$ cat src/rtl/mips_ctrl_pkg.sv
// Shared control definitions for the MIPS pipeline sequencer.
//   div_state_e : divide sequencer state encoding
//   STALL_*     : per-stage hold vectors, bit order {wb,mem,ex,id,if,pc}
package mips_ctrl_pkg;

  typedef enum logic [1:0] {
    DivIdle = 2'd0,
    DivInit = 2'd1,
    DivRun  = 2'd2,
    DivDone = 2'd3
  } div_state_e;

  localparam int unsigned STALL_W = 6;

  localparam logic [STALL_W-1:0] STALL_NONE = 6'b000000;
  localparam logic [STALL_W-1:0] STALL_IFW  = 6'b000011;
  localparam logic [STALL_W-1:0] STALL_LU   = 6'b000111;
  localparam logic [STALL_W-1:0] STALL_DIV  = 6'b001111;
  localparam logic [STALL_W-1:0] STALL_MEM  = 6'b011111;

endpackage

$ cat src/rtl/div_seq_fsm.sv
// Divider run/done sequencer with iteration counter.
// Ports:
//   clk, rst        : clock, asynchronous active-high reset
//   exc_flush       : kill in-flight divide, return to idle next cycle
//   div_start       : EX holds a div/divu (only sampled in idle)
//   ex_advance      : EX register advances this cycle (releases done)
//   div_init        : load-operands strobe (one cycle)
//   div_run         : divider step enable
//   div_done        : quotient/remainder valid in EX
//   div_busy        : init or run in progress (pipeline must hold)
module div_seq_fsm
  import mips_ctrl_pkg::*;
#(
  parameter int unsigned DIV_CYCLES = 32,
  parameter int unsigned CNT_W      = 6
) (
  input  logic clk,
  input  logic rst,
  input  logic exc_flush,
  input  logic div_start,
  input  logic ex_advance,
  output logic div_init,
  output logic div_run,
  output logic div_done,
  output logic div_busy
);

  localparam logic [CNT_W-1:0] CntLoad = CNT_W'(DIV_CYCLES - 1);

  div_state_e       state_q;
  logic [CNT_W-1:0] cnt_q;

  always_ff @(posedge clk or posedge rst) begin
    if (rst) begin
      state_q <= DivIdle;
      cnt_q   <= '0;
    end else if (exc_flush) begin
      state_q <= DivIdle;
      cnt_q   <= '0;
    end else begin
      unique case (state_q)
        DivIdle: if (div_start) state_q <= DivInit;
        DivInit: begin
          state_q <= DivRun;
          cnt_q   <= CntLoad;
        end
        DivRun: begin
          // Keeps stepping regardless of downstream holds; never wraps.
          if (cnt_q == '0) state_q <= DivDone;
          else             cnt_q   <= cnt_q - CNT_W'(1);
        end
        // Stay done while EX is held so the held div is not restarted.
        DivDone: if (ex_advance) state_q <= DivIdle;
        default: state_q <= DivIdle;
      endcase
    end
  end

  // Strobes drop in the same cycle an exception commits.
  assign div_init = (state_q == DivInit) & ~exc_flush;
  assign div_run  = (state_q == DivRun)  & ~exc_flush;
  assign div_done = (state_q == DivDone) & ~exc_flush;
  assign div_busy = (state_q == DivInit) | (state_q == DivRun);

endmodule

$ cat src/rtl/stall_flush_ctrl.sv
// Central pipeline sequencer for the 5-stage MIPS core. Merges fetch wait,
// data-memory wait, multi-cycle divide, load-use hazard and exception flush
// into one per-stage stall vector and one flush strobe.
// Ports:
//   clk, rst                 : clock, asynchronous active-high reset
//   exc_flush                : exception/ERET commit in MEM
//   inst_req, inst_ready     : fetch handshake
//   mem_req, mem_ready       : data-memory handshake
//   id_rs, id_rt, id_uses_rt : ID source operands
//   ex_memread, ex_rt        : EX load and its destination
//   ex_div_start             : EX holds a div/divu
//   stall[5:0]               : {wb,mem,ex,id,if,pc} hold enables
//   flush                    : clear IF/ID, ID/EX, EX/MEM
//   div_run/div_init/div_done: divider datapath controls
// Optional (macro STALL_FLUSH_CTRL_PERF_EN):
//   perf_stall_cycles[31:0]  : cycles with IF held (saturating)
//   perf_flush_cnt[15:0]     : flush cycles (saturating)
module stall_flush_ctrl
  import mips_ctrl_pkg::*;
#(
  parameter int unsigned DIV_CYCLES = 32,
  parameter int unsigned CNT_W      = 6
) (
  input  logic         clk,
  input  logic         rst,
  input  logic         exc_flush,
  input  logic         inst_req,
  input  logic         inst_ready,
  input  logic         mem_req,
  input  logic         mem_ready,
  input  logic [4:0]   id_rs,
  input  logic [4:0]   id_rt,
  input  logic         id_uses_rt,
  input  logic         ex_memread,
  input  logic [4:0]   ex_rt,
  input  logic         ex_div_start,
`ifdef STALL_FLUSH_CTRL_PERF_EN
  output logic [31:0]  perf_stall_cycles,
  output logic [15:0]  perf_flush_cnt,
`endif
  output logic [5:0]   stall,
  output logic         flush,
  output logic         div_run,
  output logic         div_init,
  output logic         div_done
);

  logic div_busy;
  logic load_use;
  logic mem_wait;
  logic if_wait;

  assign mem_wait = mem_req & ~mem_ready;
  assign if_wait  = inst_req & ~inst_ready;
  // $zero never creates a hazard.
  assign load_use = ex_memread & (ex_rt != 5'd0) &
                    ((ex_rt == id_rs) | (id_uses_rt & (ex_rt == id_rt)));

  div_seq_fsm #(
    .DIV_CYCLES (DIV_CYCLES),
    .CNT_W      (CNT_W)
  ) u_div_seq (
    .clk        (clk),
    .rst        (rst),
    .exc_flush  (exc_flush),
    .div_start  (ex_div_start),
    .ex_advance (~stall[3]),
    .div_init   (div_init),
    .div_run    (div_run),
    .div_done   (div_done),
    .div_busy   (div_busy)
  );

  always_comb begin
    stall = STALL_NONE;
    flush = 1'b0;
    if (exc_flush)     flush = 1'b1;
    else if (mem_wait) stall = STALL_MEM;
    else if (div_busy) stall = STALL_DIV;
    else if (load_use) stall = STALL_LU;
    else if (if_wait)  stall = STALL_IFW;
  end

`ifdef STALL_FLUSH_CTRL_PERF_EN
  always_ff @(posedge clk or posedge rst) begin
    if (rst) begin
      perf_stall_cycles <= '0;
      perf_flush_cnt    <= '0;
    end else begin
      if (stall[1] && (perf_stall_cycles != '1)) perf_stall_cycles <= perf_stall_cycles + 32'd1;
      if (flush && (perf_flush_cnt != '1))       perf_flush_cnt    <= perf_flush_cnt + 16'd1;
    end
  end
`endif

endmodule

$ cat config.mk
export PLATFORM = sky130hd
export DESIGN_NAME = stall_flush_ctrl
export DESIGN_NICKNAME = d
export VERILOG_FILES = /design/src/rtl/mips_ctrl_pkg.sv /design/src/rtl/div_seq_fsm.sv /design/src/rtl/stall_flush_ctrl.sv
export SDC_FILE = /design/constraint.sdc
export NUM_CORES = 1
export LEC_CHECK = 0
export BUFFER_PORTS_ARGS = -buffer_cell sky130_fd_sc_hd__buf_4
export CAP_MARGIN = 20
export CORE_MARGIN = 2
export CORE_UTILIZATION = 43
export CTS_BUF_LIST = sky130_fd_sc_hd__clkbuf_4 sky130_fd_sc_hd__clkbuf_8 sky130_fd_sc_hd__clkbuf_16
export CTS_CLUSTER_DIAMETER = 80
export DETAILED_ROUTE_END_ITERATION = 8
export GPL_TIMING_DRIVEN = 0
export PLACE_DENSITY = 0.76
export RECOVER_POWER = 25
export SYNTH_ARGS = -nofsm -noshare
export SYNTH_HDL_FRONTEND = slang
export SYNTH_HIERARCHICAL = 1
export SYNTH_SLANG_ARGS = --single-unit
$ cat constraint.sdc
create_clock -name clk -period 4.4 [get_ports clk]
set_input_delay 0 -clock clk [delete_from_list [all_inputs] [get_ports clk]]
set_output_delay 0 -clock clk [all_outputs]
set_load 0.005 [all_outputs]
-- After elaboration in Yosys (flattened, before gate mapping)
Index checks and enable logic that the tools add are counted.
- bits of input ports: 25
- logic and storage cells: 45
- register bits: 8
- output and inout bits: 10
- equal/unequal tests: 9
- multiplexer cells: 14
- $add $sub $neg: 1
- reduce and logical (&&, ||, !) cells: 6
- bitwise gates (word level): 13
- operators with widths (operator ; number):
    $mux 6 ; 2
    $pmux 6 s2 ; 1
    $eq 5x5->1 ; 2
    $mux 2 ; 5
    $mux 5 ; 2
    $ne 3x3->1 const B ; 3
    $and 1x1->1 ; 8
    $pmux 2 s4 ; 1
    $logic_not 6->1 ; 1
    $sub 6x1->6 const B ; 1
    $reduce_bool 5->1 ; 1
    $eq 2x2->1 const B ; 2
    $mux 4 ; 1
    $mux 3 ; 1
    $ne 3x2->1 const B ; 1
    $not 1->1 ; 3
    $reduce_and 3->1 ; 1
    $reduce_bool 3->1 ; 1
    $eq 2x1->1 const B ; 1
    $logic_not 2->1 ; 1
    $or 1x1->1 ; 2
    $reduce_and 2->1 ; 1
    $mux 1 ; 1

-- Depth between registers and ports, before layout
Gate-level depths: netlist of the first run.
- depth in word-level cells: 11
- gate-level depth with buffers: 7
- gate-level depth less buffers: 7

-- By module
Netlist of the first run, hierarchy kept.
- modules (own cells, without submodules) (module ; cells each ; area each (sq um) ; times used ; sequential area each (sq um)):
    div_seq_fsm ; 64 ; 640.6 ; 1 ; 200.2
    stall_flush_ctrl ; 30 ; 215.2 ; 1 ; 0.0

-- Worst setup path after synthesis of the first run
Ideal clock, no wire load.
- kind: register to register
- from: reg u_div_seq.cnt_q[0]
- to: reg u_div_seq.state_q[1]
- library setup time: 79 ps
- setup slack: 2504 ps
- period minus slack after synthesis: 1896 ps
- cell stages (with the launch flop): 7
- path buffers: 1
- data required time: 4321 ps
- arrival: 1817 ps
- cells stage by stage: dfrtp_1 > inv_1 > ha_1 > or4b_4 > buf_6 > a2111oi_4 > mux2i_1
- longest elaborated chain between the ends: 3
- ends and longest elaborated chain (element ; RTL line ; RTL):
    from (decl) ; div_seq_fsm.sv:31 ; logic [CNT_W-1:0] cnt_q;
    from (signal assigned) ; div_seq_fsm.sv:45 ; cnt_q <= CntLoad;
    from (signal assigned) ; div_seq_fsm.sv:50 ; else cnt_q <= cnt_q - CNT_W'(1);
    $logic_not 6->1 ; div_seq_fsm.sv:49 ; if (cnt_q == '0) state_q <= DivDone;
    $ne 3x2->1 (no line) ; - ;
    $reduce_and 3->1 (no line) ; - ;
    to (signal assigned) ; div_seq_fsm.sv:49 ;
    to (signal assigned) ; div_seq_fsm.sv:53 ; DivDone: if (ex_advance) state_q <= DivIdle;
    to (signal assigned) ; div_seq_fsm.sv:54 ; default: state_q <= DivIdle;
    to (decl) ; div_seq_fsm.sv:30 ; div_state_e state_q;
Every way passes these cells.
A chain may end at the register's enable or synchronous reset.

-- Final worst setup path of the first run
Same ends and word-level chain as after synthesis.

==> reports/qor.csv, run 1 <==
stage;metric;value;unit
logic_synthesis;seq_area_frac_synth;23.4;%
logic_synthesis;async_reset_ff_share;100;%
logic_synthesis;synth_nets;125;
pwr;leakagePower;0.573;nW
logic_synthesis;synthFlopType;dfrtp_1;
pwr;powerDensity;397;nW/um2
sta;fin_crit_sh;46.5;%
place;io_buffers;33;
sta;setup_viol;0;
sta;period_needed;2.04;ns
grt;grt_pass1_wl;3240;um
die;io_pins;35;
critical_path;startpoint_type;flop;
sta;rsz0062_at_grt;false;
critical_path;cpPeakStageDelay;0.47;ns
flow_run;maxCapViolations;0;
critical_path;crit_type;reg -> reg;
pwr;power;0.000463;W
grt;first_global_vias;794;
die;die_x;48.6;um
critical_path;r2r_setup_slack;2.36;ns
logic_synthesis;synth_edf_count;0;
die;rows;16;
place;dp_hpwl;1550;um
cts;post_cts_buffers;0;
cts;clkTransAtPathRegs;0.06;ns
detailed_routing;drtPass1Iterations;4;
detailed_routing;drc_errors;0;
critical_path;r2r_cells;6;
logic_synthesis;synth_area_leaders;dfrtp_1, xor2_1, ha_1, nor2b_1, inv_1;
critical_path;worst_r2r_endpoint;u_div_seq/state_q[1]$_DFFE_PP0P_;
cts;cts-root-buf;clkbuf_4;
cts;htree_levels;1;
cells_and_area;num-fill-cells;181;
sta;hold_viol_final;0;
grt;grt_util_all_layers;17.2;%
logic_synthesis;synth_area_leader_cell;dfrtp_1;
logic_synthesis;synth.distinct_cells;43;
detailed_routing;initialDrtViolationCount;12;
cts;clock_path_buffers;2;
logic_synthesis;ys_ff_latch;8;
grt;grt-ovfl-total;0;
logic_synthesis;syn_area_per_cell;9.10;um2
critical_path;worstPathArrival;2.22;ns
detailed_routing;drtAntennaViolNets;0;
cts;clock_latency;0.26;ns
grt;antenna_found_initial;0;
grt;grt_max_degree;11;
cts;cts_tree;done;
sta;clock-skew-final;0.00752;ns
detailed_routing;via_per_inst;5.16;
critical_path;cp-startpoint;u_div_seq/cnt_q[0]$_DFFE_PP0P_;
run_status;outcome;complete, no violations;
sta;max_freq;0.489;GHz
critical_path;r2r-start;u_div_seq/cnt_q[0]$_DFFE_PP0P_;
die;die_area;2360;um2
place;gp_congestion;0.730;
detailed_routing;wl;1880;um
critical_path;crit_cells;6;
logic_synthesis;ys_warn_count;6;
min_path;hp-class;in -> reg;
die;start_util;44.5;%
critical_path;crit_fanout;7;
detailed_routing;via_count;815;
cells_and_area;n_antenna_cell;0;
cts;numCtsBuffers;3;
logic_synthesis;synth_top_cell_area_share;23.4;%
cells_and_area;area_growth_syn_to_layout;36.3;%
die;core;1920;um2
critical_path;endpoint;u_div_seq/state_q[1]$_DFFE_PP0P_;
logic_synthesis;syn-cell-area;856;um2
critical_path;critPathBufInv;2;
critical_path;worstPathCellList;inv_1 -> ha_1 -> or4b_4 -> buf_6 -> a2111oi_4 -> mux2i_1;
critical_path;slowest_stage;or4b_4;
logic_synthesis;synthCells;94;
critical_path;critPathCaptureType;flop;
critical_path;crit_required;4.58;ns
detailed_routing;post_drt_wl_per_cell;11.9;um
cells_and_area;fin_nets;164;
pwr;irDropWorstVdd;0.230;mV
sta;timing.final.max_slew_violations;0;
cells_and_area;drive_gt1_share;35.1;%
critical_path;crit_family;simple AND/OR/NAND/NOR gates;
die;die_h;48.6;um
sta;fin_tns_setup;0;ns
logic_synthesis;synth.top_cells.by_count;inv_1, xor2_1, dfrtp_1;
cells_and_area;fin_util;60.7;%
cts;cts_num_sinks;8;
[layout make-up]
type                            instances  area [um2]  share of cell area (%)
Sequential cell                         8         200                    17.2
Timing Repair Buffer                   34         254                    21.8
Inverter                                9        33.8                    2.90
Buffer                                  7        45.0                    3.86
Clock buffer                            3        22.5                    1.93
Multi-Input combinational cell         70         577                    49.5
Tap cell                               27        33.8                    2.90
[report_power, final]
part / switching [W] / total [W] / internal, W
clock: 0.0000263 / 0.0000576 / 0.0000313
sequential: 0.0000280 / 0.000125 / 0.0000969
combinational: 0.000131 / 0.000281 / 0.000150
total: 0.000185 / 0.000463 / 0.000278
[layout by cell type (no fill, tap or decap), types with 2 or more instances in the layout]
cell and instances:
buf_4 34, inv_1 9, xor2_1 9, dfrtp_1 8, nor2b_1 6, ha_1 6, clkbuf_4 4, clkbuf_1 4
nor3_1 3, nor4_1 3, o211a_1 3, or4_1 2, nand2b_1 2, mux2i_1 2, nand2_1 2, nor4b_1 2
nand4b_1 2, o21bai_1 2, a31oi_1 2
[state kept, by name, indices dropped and copies added (netlist names)]
signal	count
u_div_seq/cnt_q	6
u_div_seq/state_q	2
[worst min-delay path by stage]
stage                             from                          endpoint  cells past startpoint
final                     ex_div_start  u_div_seq/state_q[1]$_DFFE_PP0P_                      4
after global routing      ex_div_start  u_div_seq/state_q[1]$_DFFE_PP0P_                      4
after CTS                 ex_div_start  u_div_seq/state_q[1]$_DFFE_PP0P_                      4
after detailed placement           rst    u_div_seq/cnt_q[4]$_DFFE_PP0P_                      2
after global placement             rst  u_div_seq/state_q[0]$_DFFE_PP0P_                      2
after floorplan                    rst    u_div_seq/cnt_q[0]$_DFFE_PP0P_                      1
[cell families after synthesis]
group / count (synthesis) / synth area share, %
AND/OR/NAND/NOR: 34 / 27.9
AO/OA/AOI/OAI: 17 / 17.7
buffers and inverters: 16 / 9.21
XOR/XNOR: 10 / 10.2
flip-flops: 8 / 23.4
adder cells (fa/ha/maj): 6 / 8.77
multiplexers: 2 / 2.34
other: 1 / 0.438
[worst reg2reg max path, cell delays in order (launching register included)]
cell and delay [ns]:
dfrtp_1 0.44, inv_1 0.12, ha_1 0.19, or4b_4 0.47, buf_6 0.15, a2111oi_4 0.38, mux2i_1 0.22
[layer usage]
layer | up-vias | routed length, um | global-route usage, %
met5 | - | 0 | 0
met4 | 0 | 35 | 8.57
met3 | 4 | 138 | 3.09
met2 | 34 | 864 | 29.5
met1 | 367 | 840 | 20.5
li1 | 410 | - | -
[stage by stage]
step                worst slack [ns]  std cells  hold slack [ns]  area [um2]
detailed placement              2.36        154          -0.0149        1140
finish                          2.36        158            0.225        1170
global placement                2.40        154          -0.0212        1140
floorplan                       2.50         94           -0.184         856
CTS                             2.36        158            0.223        1170
global route                    2.26        158            0.244        1170
[timing repair]
item,in CTS,in global routing
resized for setup,0,0
hold buffers,1,0
hold endpoints to repair,8,0
No activity file was read; power rests on OpenSTA's default activity.
==> run 2: changes to the inputs <==
ABC_AREA = 1   (was default)
PLACE_DENSITY = 0.75   (was 0.76)
clock period = 2.09 ns   (was 4.4 ns; I/O delays follow)
==> run 2 against run 1 <==
Compared with the run above: count of clock-buffer cells in the layout unchanged; critical path type is now reg -> out; largest power group unchanged; cell count increased by 35%; flip-flop and latch count unchanged.
==> reports/qor.csv, run 2 <==
stage;metric;value;unit;change
cts;numCtsBuffers;3;;unchanged
logic_synthesis;synth_area_leaders;dfrtp_1, nand2_1, ha_1, inv_1, nor2_1;;
cells_and_area;largest_reg_flops;6;;unchanged
critical_path;crit_type;reg -> out;;
flow_run;maxCapViolations;0;;unchanged
cells_and_area;num-fill-cells;185;;+2.2%
sta;timing.final.max_slew_violations;0;;unchanged
grt;grt-ovfl-total;0;;unchanged
cells_and_area;area_growth_syn_to_layout;33.9;%;
run_status;outcome;complete, no violations;;
detailed_routing;post_drt_wl_per_cell;9.50;um;-20%
cells_and_area;largest_register;u_div_seq/cnt_q;;
sta;setup_viol;0;;unchanged
cts;clkTransAtPathRegs;0.06;ns;about the same
place;io_buffers;33;;unchanged
sta;fin_tns_setup;0;ns;unchanged
logic_synthesis;synth.distinct_cells;24;;-44%
detailed_routing;drtPass1Iterations;4;;unchanged
die;rows;16;;unchanged
logic_synthesis;yosysMostFrequentCell;nand2_1;;
grt;grt_max_degree;10;;-1
critical_path;crit_required;2.09;ns;-2.49 ns
die;die_h;50.1;um;+3.1%
cells_and_area;n_antenna_cell;0;;unchanged
place;gp_congestion;0.811;;+11%
pwr;powerDensity;895;nW/um2;+130%
logic_synthesis;synth_compound_area_share;7.52;%;-10 points
sta;clock-skew-final;0.00180;ns;-0.00573 ns
logic_synthesis;synth_xor_area_share;1.92;%;-8.3 points
cts;htree_levels;1;;unchanged
detailed_routing;initialDrtViolationCount;26;;+14
logic_synthesis;synthMuxAreaShare;0;%;-2.3 points
place;post_dp_cell_area;1200;um2;+5.2%
grt;antenna_found_initial;0;;unchanged
pwr;leakagePower;0.707;nW;+23%
die;core;1980;um2;+3.1%
logic_synthesis;synthCells;150;;+60%
place;dp_hpwl;1690;um;+9.0%
critical_path;critPathCaptureType;primary output;;
sta;rsz0062_at_grt;false;;
logic_synthesis;syn_area_per_cell;6.10;um2;-33%
cts;clock_latency;0.25;ns;about the same
min_path;hp-class;in -> reg;;
sta;fin_crit_sh;82.6;%;
cts;cts-root-buf;clkbuf_4;;
logic_synthesis;synth_nets;181;;+45%
sta;hold_viol_final;0;;unchanged
logic_synthesis;synth_top_family_by_area;simple AND/OR/NAND/NOR gates;;
logic_synthesis;synthAdderAreaFrac;8.21;%;-0.56 points
die;start_util;46.1;%;+1.6 points
grt;grt_pass1_wl;3690;um;+14%
logic_synthesis;ys_ff_latch;8;;unchanged
cells_and_area;layout_common_cells;nand2_1, buf_4, inv_1;;
cts;clock_path_buffers;2;;unchanged
logic_synthesis;synth.top_cells.by_count;nand2_1, inv_1, nor2_1;;
place;placed_cells;210;;+36%
logic_synthesis;yosys.area_share.simple;43.1;%;+15 points
logic_synthesis;seq_area_frac_synth;21.9;%;-1.5 points
cells_and_area;drive_gt1_share;31.0;%;-4.1 points
cells_and_area;fin_area;1220;um2;+5.0%
grt;first_global_vias;951;;+20%
sta;max_freq;0.579;GHz;
detailed_routing;drc_errors;0;;unchanged
cells_and_area;final_common_cell;nand2_1;;
logic_synthesis;synth_edf_count;0;;unchanged
pwr;irDropWorstVdd;0.555;mV;+140%
detailed_routing;via_count;985;;+21%
grt;grt_util_all_layers;18.1;%;+0.93 points
logic_synthesis;synth_top_cell_area_share;21.9;%;-1.5 points
logic_synthesis;synth_area_leader_cell;dfrtp_1;;
cts;cts_tree;done;;
sta;period_needed;1.73;ns;
cts;cts_num_sinks;8;;unchanged
critical_path;worstPathArrival;1.73;ns;-0.49 ns
die;die_area;2510;um2;+6.3%
detailed_routing;drtAntennaViolNets;0;;unchanged
logic_synthesis;async_reset_ff_share;100;%;unchanged
die;io_pins;35;;unchanged
critical_path;crit_fanout;4;;-3
detailed_routing;wl;2030;um;+8.1%
critical_path;startpoint_type;flop;;
cells_and_area;final_cells;214;;+35%
cells_and_area;largest_registers;u_div_seq/cnt_q (6), u_div_seq/state_q (2);;
cells_and_area;fin_nets;220;;+34%
logic_synthesis;synthFlopType;dfrtp_1;;
cts;postCtsResizedCells;0;;unchanged
logic_synthesis;syn-cell-area;915;um2;+6.9%
logic_synthesis;ys_warn_count;6;;unchanged
detailed_routing;via_per_inst;4.60;;-11%
die;die_x;50.1;um;+3.1%
==> run 2: critical path, stage by stage, from the launching register on <==
cell,delay (ns)
dfrtp_1,0.41
inv_1,0.08
ha_1,0.31
o21ai_1,0.25
nand3_1,0.15
buf_4,0.15
buf_4,0.12
==> run 2: where the power goes <==
group | internal, W | switching (W) | leakage (nW)
combinational | 0.000306 | 0.000378 | 0.592
clock | 0.0000659 | 0.0000543 | 0.0138
sequential | 0.000220 | 0.0000723 | 0.101
total | 0.000592 | 0.000504 | 0.707
==> run 2: metrics by stage <==
| step | hold slack, ns | util (%) | power [W] | worst slack (ns) |
|---|---|---|---|---|
| floorplan | -0.184 | - | 0.000767 | 0.634 |
| global placement | -0.0309 | 60.4 | 0.000950 | 0.500 |
| detailed placement | -0.0241 | 60.4 | 0.000976 | 0.432 |
| CTS | 0.164 | 62.0 | 0.00111 | 0.334 |
| global route | 0.253 | 61.8 | 0.00121 | 0.252 |
| finish | 0.182 | 61.8 | 0.00110 | 0.363 |
==> run 2: path summary, 6_finish.rpt <==
| kind | start | endpoint | slack, ns | cells past startpoint |
|---|---|---|---|---|
| worst min-delay path | ex_div_start | u_div_seq/state_q[0]$_DFFE_PP0P_ | 0.18 | 6 |
| worst max register to register | u_div_seq/state_q[0]$_DFFE_PP0P_ | u_div_seq/state_q[1]$_DFFE_PP0P_ | 0.46 | 10 |
| worst max-delay path | u_div_seq/state_q[0]$_DFFE_PP0P_ | stall[1] | 0.36 | 6 |
| max in group asynchronous | rst | u_div_seq/cnt_q[2]$_DFFE_PP0P_ | 1.58 | 3 |
| min in group asynchronous | rst | u_div_seq/cnt_q[4]$_DFFE_PP0P_ | 0.26 | 3 |
| worst min register to register | u_div_seq/cnt_q[4]$_DFFE_PP0P_ | u_div_seq/cnt_q[4]$_DFFE_PP0P_ | 0.56 | 2 |
==> run 2: routing by layer <==
metal	wire length [um]	GRT usage, %
met2	989	32.7
met4	0	5.56
met5	0	0
met1	939	22.1
met3	102	2.12
==> run 2: kinds of logic after synthesis <==
group,Yosys count
and+or+nand+nor,90
other,1
buffers and inverters,33
adders and majority gates,6
xor gates and xnor gates,2
DFF,8
AOI/OAI and AO/OA,10
==> run 2: timing repair <==
action | in CTS | in global routing
buffers inserted | 0 | 0
hold buffers | 1 | 0
hold endpoints to repair | 8 | 0
==> run 2: cell type report <==
cell class                 count  area, um2  share of cell area, %
inverter                      28        110                   8.99
timing repair buffer          34        254                   20.7
sequential                     8        200                   16.3
buffer                         5       45.0                   3.68
clock buffer                   3       22.5                   1.84
multi-input combinational    109        559                   45.7
tap                           27       33.8                   2.76
